==> config.mk <==
export PLATFORM = sky130hd
export DESIGN_NAME = ifetch_queue
export DESIGN_NICKNAME = d
export VERILOG_FILES = /design/src/rtl/ifetch_queue.sv
export SDC_FILE = /design/constraint.sdc
export NUM_CORES = 1
export LEC_CHECK = 0
export BUFFER_PORTS_ARGS = -buffer_cell sky130_fd_sc_hd__buf_4
export CORE_MARGIN = 1
export CORE_UTILIZATION = 45
export CTS_BUF_LIST = sky130_fd_sc_hd__clkbuf_4 sky130_fd_sc_hd__clkbuf_8
export CTS_CLUSTER_DIAMETER = 120
export DETAILED_ROUTE_END_ITERATION = 8
export PLACE_DENSITY = 0.72
export SLEW_MARGIN = 40
export SYNTH_ARGS = -nofsm -noshare
export SYNTH_HDL_FRONTEND = slang
export SYNTH_SLANG_ARGS = --single-unit
==> constraint.sdc <==
create_clock -name clock -period 4.3 [get_ports clock]
set_input_delay 0.86 -clock clock [delete_from_list [all_inputs] [get_ports clock]]
set_output_delay 0.86 -clock clock [all_outputs]
set_load 0.01 [all_outputs]
==> src/rtl/ifetch_queue.sv <==
`default_nettype none
// ============================================================================
// Module      : ifetch_queue
// Description : Sequential instruction fetcher with a credit-limited FIFO
//               queue, branch redirect/squash and misaligned-target flagging.
// Revision    : 1.0 - initial release
// ============================================================================
module ifetch_queue #(
    parameter int                ADDR_W    = 32,
    parameter int                DEPTH     = 4,
    parameter logic [ADDR_W-1:0] RESET_VEC = '0
) (
    input  logic                       clock,
    input  logic                       reset,
    output logic                       imem_req,
    output logic [ADDR_W-1:0]          imem_addr,
    input  logic [31:0]                imem_rdata,
    input  logic                       redirect_valid,
    input  logic [ADDR_W-1:0]          redirect_target,
    output logic                       instr_valid,
    input  logic                       instr_ready,
    output logic [31:0]                instr,
    output logic [ADDR_W-1:0]          instr_pc,
    output logic [ADDR_W-1:0]          link_addr,
    output logic [$clog2(DEPTH):0]     occupancy,
    output logic                       misalign_err
);

    localparam int                PTR_W   = $clog2(DEPTH);
    localparam logic [PTR_W+1:0]  DEPTH_C = (PTR_W+2)'(DEPTH);

    logic [ADDR_W-1:0] fetch_pc;
    logic [ADDR_W-1:0] req_pc;
    logic              in_flight;
    logic [PTR_W:0]    count;
    logic [PTR_W-1:0]  wr_ptr;
    logic [PTR_W-1:0]  rd_ptr;
    logic              misalign_q;
    logic [31:0]       q_instr [DEPTH];
    logic [ADDR_W-1:0] q_pc    [DEPTH];
    logic [PTR_W+1:0]  credits;
    logic              push;
    logic              pop;

    // Outstanding response counts against queue space so it can never overflow.
    assign credits   = {1'b0, count} + {{(PTR_W+1){1'b0}}, in_flight};
    assign imem_req  = !reset && !redirect_valid && (credits < DEPTH_C);
    assign imem_addr = fetch_pc;

    assign instr_valid = (count != '0);
    assign push        = in_flight && !redirect_valid;
    assign pop         = instr_valid && instr_ready && !redirect_valid;

    always_ff @(posedge clock) begin
        if (reset) begin
            fetch_pc   <= RESET_VEC;
            req_pc     <= '0;
            in_flight  <= 1'b0;
            count      <= '0;
            wr_ptr     <= '0;
            rd_ptr     <= '0;
            misalign_q <= 1'b0;
        end else begin
            misalign_q <= redirect_valid && (redirect_target[1:0] != 2'b00);
            in_flight  <= imem_req;
            if (redirect_valid) begin
                fetch_pc <= {redirect_target[ADDR_W-1:2], 2'b00};
                count    <= '0;
                wr_ptr   <= '0;
                rd_ptr   <= '0;
            end else begin
                if (imem_req) begin
                    fetch_pc <= fetch_pc + ADDR_W'(4);
                    req_pc   <= fetch_pc;
                end
                if (push) begin
                    wr_ptr <= wr_ptr + PTR_W'(1);
                end
                if (pop) begin
                    rd_ptr <= rd_ptr + PTR_W'(1);
                end
                if (push && !pop) begin
                    count <= count + (PTR_W+1)'(1);
                end else if (pop && !push) begin
                    count <= count - (PTR_W+1)'(1);
                end
            end
        end
    end

    always_ff @(posedge clock) begin
        if (push && !reset) begin
            q_instr[wr_ptr] <= imem_rdata;
            q_pc[wr_ptr]    <= req_pc;
        end
    end

    assign instr        = q_instr[rd_ptr];
    assign instr_pc     = q_pc[rd_ptr];
    assign link_addr    = instr_pc + ADDR_W'(4);
    assign occupancy    = count;
    assign misalign_err = misalign_q;

endmodule
`default_nettype wire

==> flow_summary.yaml <==
status:
  status: "finished, final reports clean"
routing:
  drc: 0
  drt_iter0_markers: 662
  vias_per_cell: 5.47
  wl_per_cell_um: 19.1
  num_vias: 8130
  drtPass1Iterations: 5
  drt_wl_total_um: 28400
  ant_nets: 0
yosys:
  synth_area_mm2: 0.0130
  synth_most_common_cell: "edfxtp_1"
  synth_top_family_by_area: "multiplexers"
  synth_ff_type: "edfxtp_1"
  synth.area.top_cells: "edfxtp_1 57%, dfxtp_1 11%, mux4_2 9.0%"
  ys_types: 56
  synth_adder_area_share_pct: 0.826
  synthDominantCellAreaShare_pct: 57.1
  synth_top_area_cell: "edfxtp_1"
  muxShareOfSynthArea_pct: 11.6
  yosysWarnings: 0
  netlist_instances: 854
  seq_area_frac_synth_pct: 68.0
  async_reset_ff_share_pct: 0
  synth_compound_area_share_pct: 5.04
  ys_seq_elements: 319
  synth_area_per_cell_um2: 15.3
  synth_simple_gate_area_share_pct: 9.37
  synth_edf_count: 248
  synth_xor_area_share_pct: 2.28
  ys_top_cells_by_count: "248 x edfxtp_1, 103 x nand2_1, 71 x dfxtp_1"
timing:
  post-route-worst-setup-slack_ns: 0.287
  fin_crit_sh_pct: 93.3
  period_needed_ns: 4.01
  relSlewSlack_pct: 54.6
  worstMarginPinSlew_ns: 0.680
  fin_setup_tns_ns: 0
  finalHoldViolCount: 0
  rsz0062_at_grt: "false"
  max_freq_ghz: 0.249
  setup_violations: 0
  maxSlewViolCount: 0
  skew_ns: 0.0227
min_path:
  hold_depth: 1
  hold_end: "q_instr[2][6]"
  hold_path_class: "input pin to flip-flop"
  min_from: "imem_rdata[6]"
cells_and_area:
  syn2layout_area_growth_pct: 21.7
  nets: 1144
  diodes: 0
  drive_gt1_share_pct: 33.2
worst_setup_path:
  r2r_cells: 9
  r2r_setup_slack_ns: 1.86
  critPathArrivalTime_ns: 3.15
  end_kind: "output port"
  worst-setup-path-type: "flip-flop to output port"
  critPathMaxStageDelay_ns: 0.40
  path_cells: "buf_4 -> mux4_1 -> and4_1 -> nand4_1 -> nor3_1 -> xor2_1 -> buf_4"
  r2r_end: "occupancy[2]"
  critPathMostFrequentCell: "buf_4"
  crit_family: "simple AND/OR/NAND/NOR gates"
  r2r-start: "occupancy[0]"
  startpoint_type: "flip-flop"
  crit_fanout: 20
  path_buf_inv: 2
  crit_required_ns: 3.44
  slowest_stage: "dfxtp_4"
place:
  port-buffer-count: 195
  gp_congestion: 0.785
  pre_cts_slack_ns: 0.814
  dp_hpwl_um: 18500
clocking:
  clkLatencyLatePin_ns: 0.57
  tritoncts: "yes"
  cts_buffers: 50
  clk_pin_slew_ns: 0.06
  cts-root-buf: "clkbuf_8"
  postCtsHoldBufs: 0
  htreeDepth: 2
  cts_max_path_buffers: 3
  post_cts_buffers: 0
  cts_resized: 0
  clock_sinks: 319
grt:
  grt_pass1_wl_um: 42900
  grt_max_degree: 63
  grt_util_met2_pct: 29.9
  antenna_found_initial: 0
  gr-total-overflow: 0
  busiest_layer: "met2"
  grt_pass1_vias: 7728
  use_met3_pct: 4.01
  track_usage_pct: 19.1
  grt_use_met1_pct: 27.2
power:
  powerDensity_mw_per_mm2: 389
  leakagePower_nw: 5.70
  max-vdd-ir-drop_mv: 0.222
die:
  dieArea_mm2: 0.0296
  initial_utilization_pct: 46.3
  pin_count: 202
  num_rows: 61
  die_x_um: 172
  fp.dieH_um: 172
  core_area_mm2: 0.0282
flow_run:
  max_cap_viol_count: 0
[how the worst max path moves through the flow]
stage | endpoint | cells after the start | slack [ns]
floorplan | q_instr[0][0] | 4 | 0.95
global placement | link_addr[31] | 7 | 0.91
detailed placement | link_addr[31] | 7 | 0.81
CTS | link_addr[31] | 7 | 0.22
global route | link_addr[26] | 9 | 0.09
finish | link_addr[31] | 7 | 0.29
[metal layers]
layer,wire [um],up-vias,share of wire (%)
li1,-,3710,-
met1,12500,4027,44
met2,13400,357,47
met3,2200,36,7.7
met4,333,0,1.2
met5,0,-,0
[layout make-up]
cell class                      instances  area, um^2
Clock inverter                         22         144
Sequential cell                       319        8870
Timing Repair Buffer                  212        1640
Fill cell                            2223       12300
Multi-Input combinational cell        469        3820
Clock buffer                           70         851
Tap cell                              378         473
Inverter                               16        61.3
[layout by cell type (no fill, tap or decap), types with 3 or more instances in the layout]
cell and count:
edfxtp_1 248, buf_4 208, nand2_1 103, dfxtp_1 69, mux4_2 52, clkbuf_8 52, a21oi_1 51, nor2_1 28
xor2_1 22, o21ai_0 21, nand3_1 19, clkbuf_4 18, a31oi_1 16, inv_1 15, nor3_1 15, xnor2_1 12
mux4_1 10, nand4_1 10, clkinv_1 10, or3_1 9, clkinv_2 9, nor2b_1 8, and2_1 7, ha_1 7
a22oi_1 6, conb_1 6, and4_1 5, nor4_2 5, and3_1 4, mux2i_1 4, nand2b_1 4, nor4_1 4
and3_2 4, a41oi_1 4, buf_12 4, a32oi_1 3, a311oi_1 3
[through the flow]
step	cell area, um^2	instances	util, %	hold WS, ns	power, W
floorplan	13100	859	-	0.460	0.00359
global placement	14900	1394	52.8	0.479	0.00373
detailed placement	14900	1394	52.8	0.487	0.00374
CTS	15900	1486	56.3	0.458	0.00622
global route	15900	1486	56.3	0.466	0.00638
finish	15900	1486	56.3	0.491	0.00617
[logic make-up (layout without fill, tap and decap cells)]
group	Yosys count	after routing
simple gates	240	240
flops	319	319
other cells	1	6
mux	69	69
fa+ha+maj	8	8
buf+inv	71	320
xor+xnor	34	34
compound gates	112	112
[state kept, by name, indices dropped and copies added, names as in the netlist, named ones only]
signal / count
q_instr: 128
q_pc: 120
imem_addr: 30
req_pc: 30
occupancy: 3
rd_ptr: 2
wr_ptr: 2
in_flight: 1
misalign_err: 1
[worst reg2reg max path, cell delays in order (launching register included)]
cell and delay, ns:
dfxtp_1 0.39, or3_1 0.40, and3b_1 0.26, inv_1 0.08, ha_1 0.18, inv_1 0.06
fa_1 0.37, xor2_1 0.16, or3_1 0.31, a21oi_1 0.16
[report_power, final]
part | total [W] | internal, W | switching [W]
logic | 0.000280 | 0.000133 | 0.000147
clock network | 0.00249 | 0.00135 | 0.00114
registers | 0.00339 | 0.00335 | 0.0000484
total | 0.00617 | 0.00483 | 0.00133
Note: power is estimated with default switching activity, not from simulation.
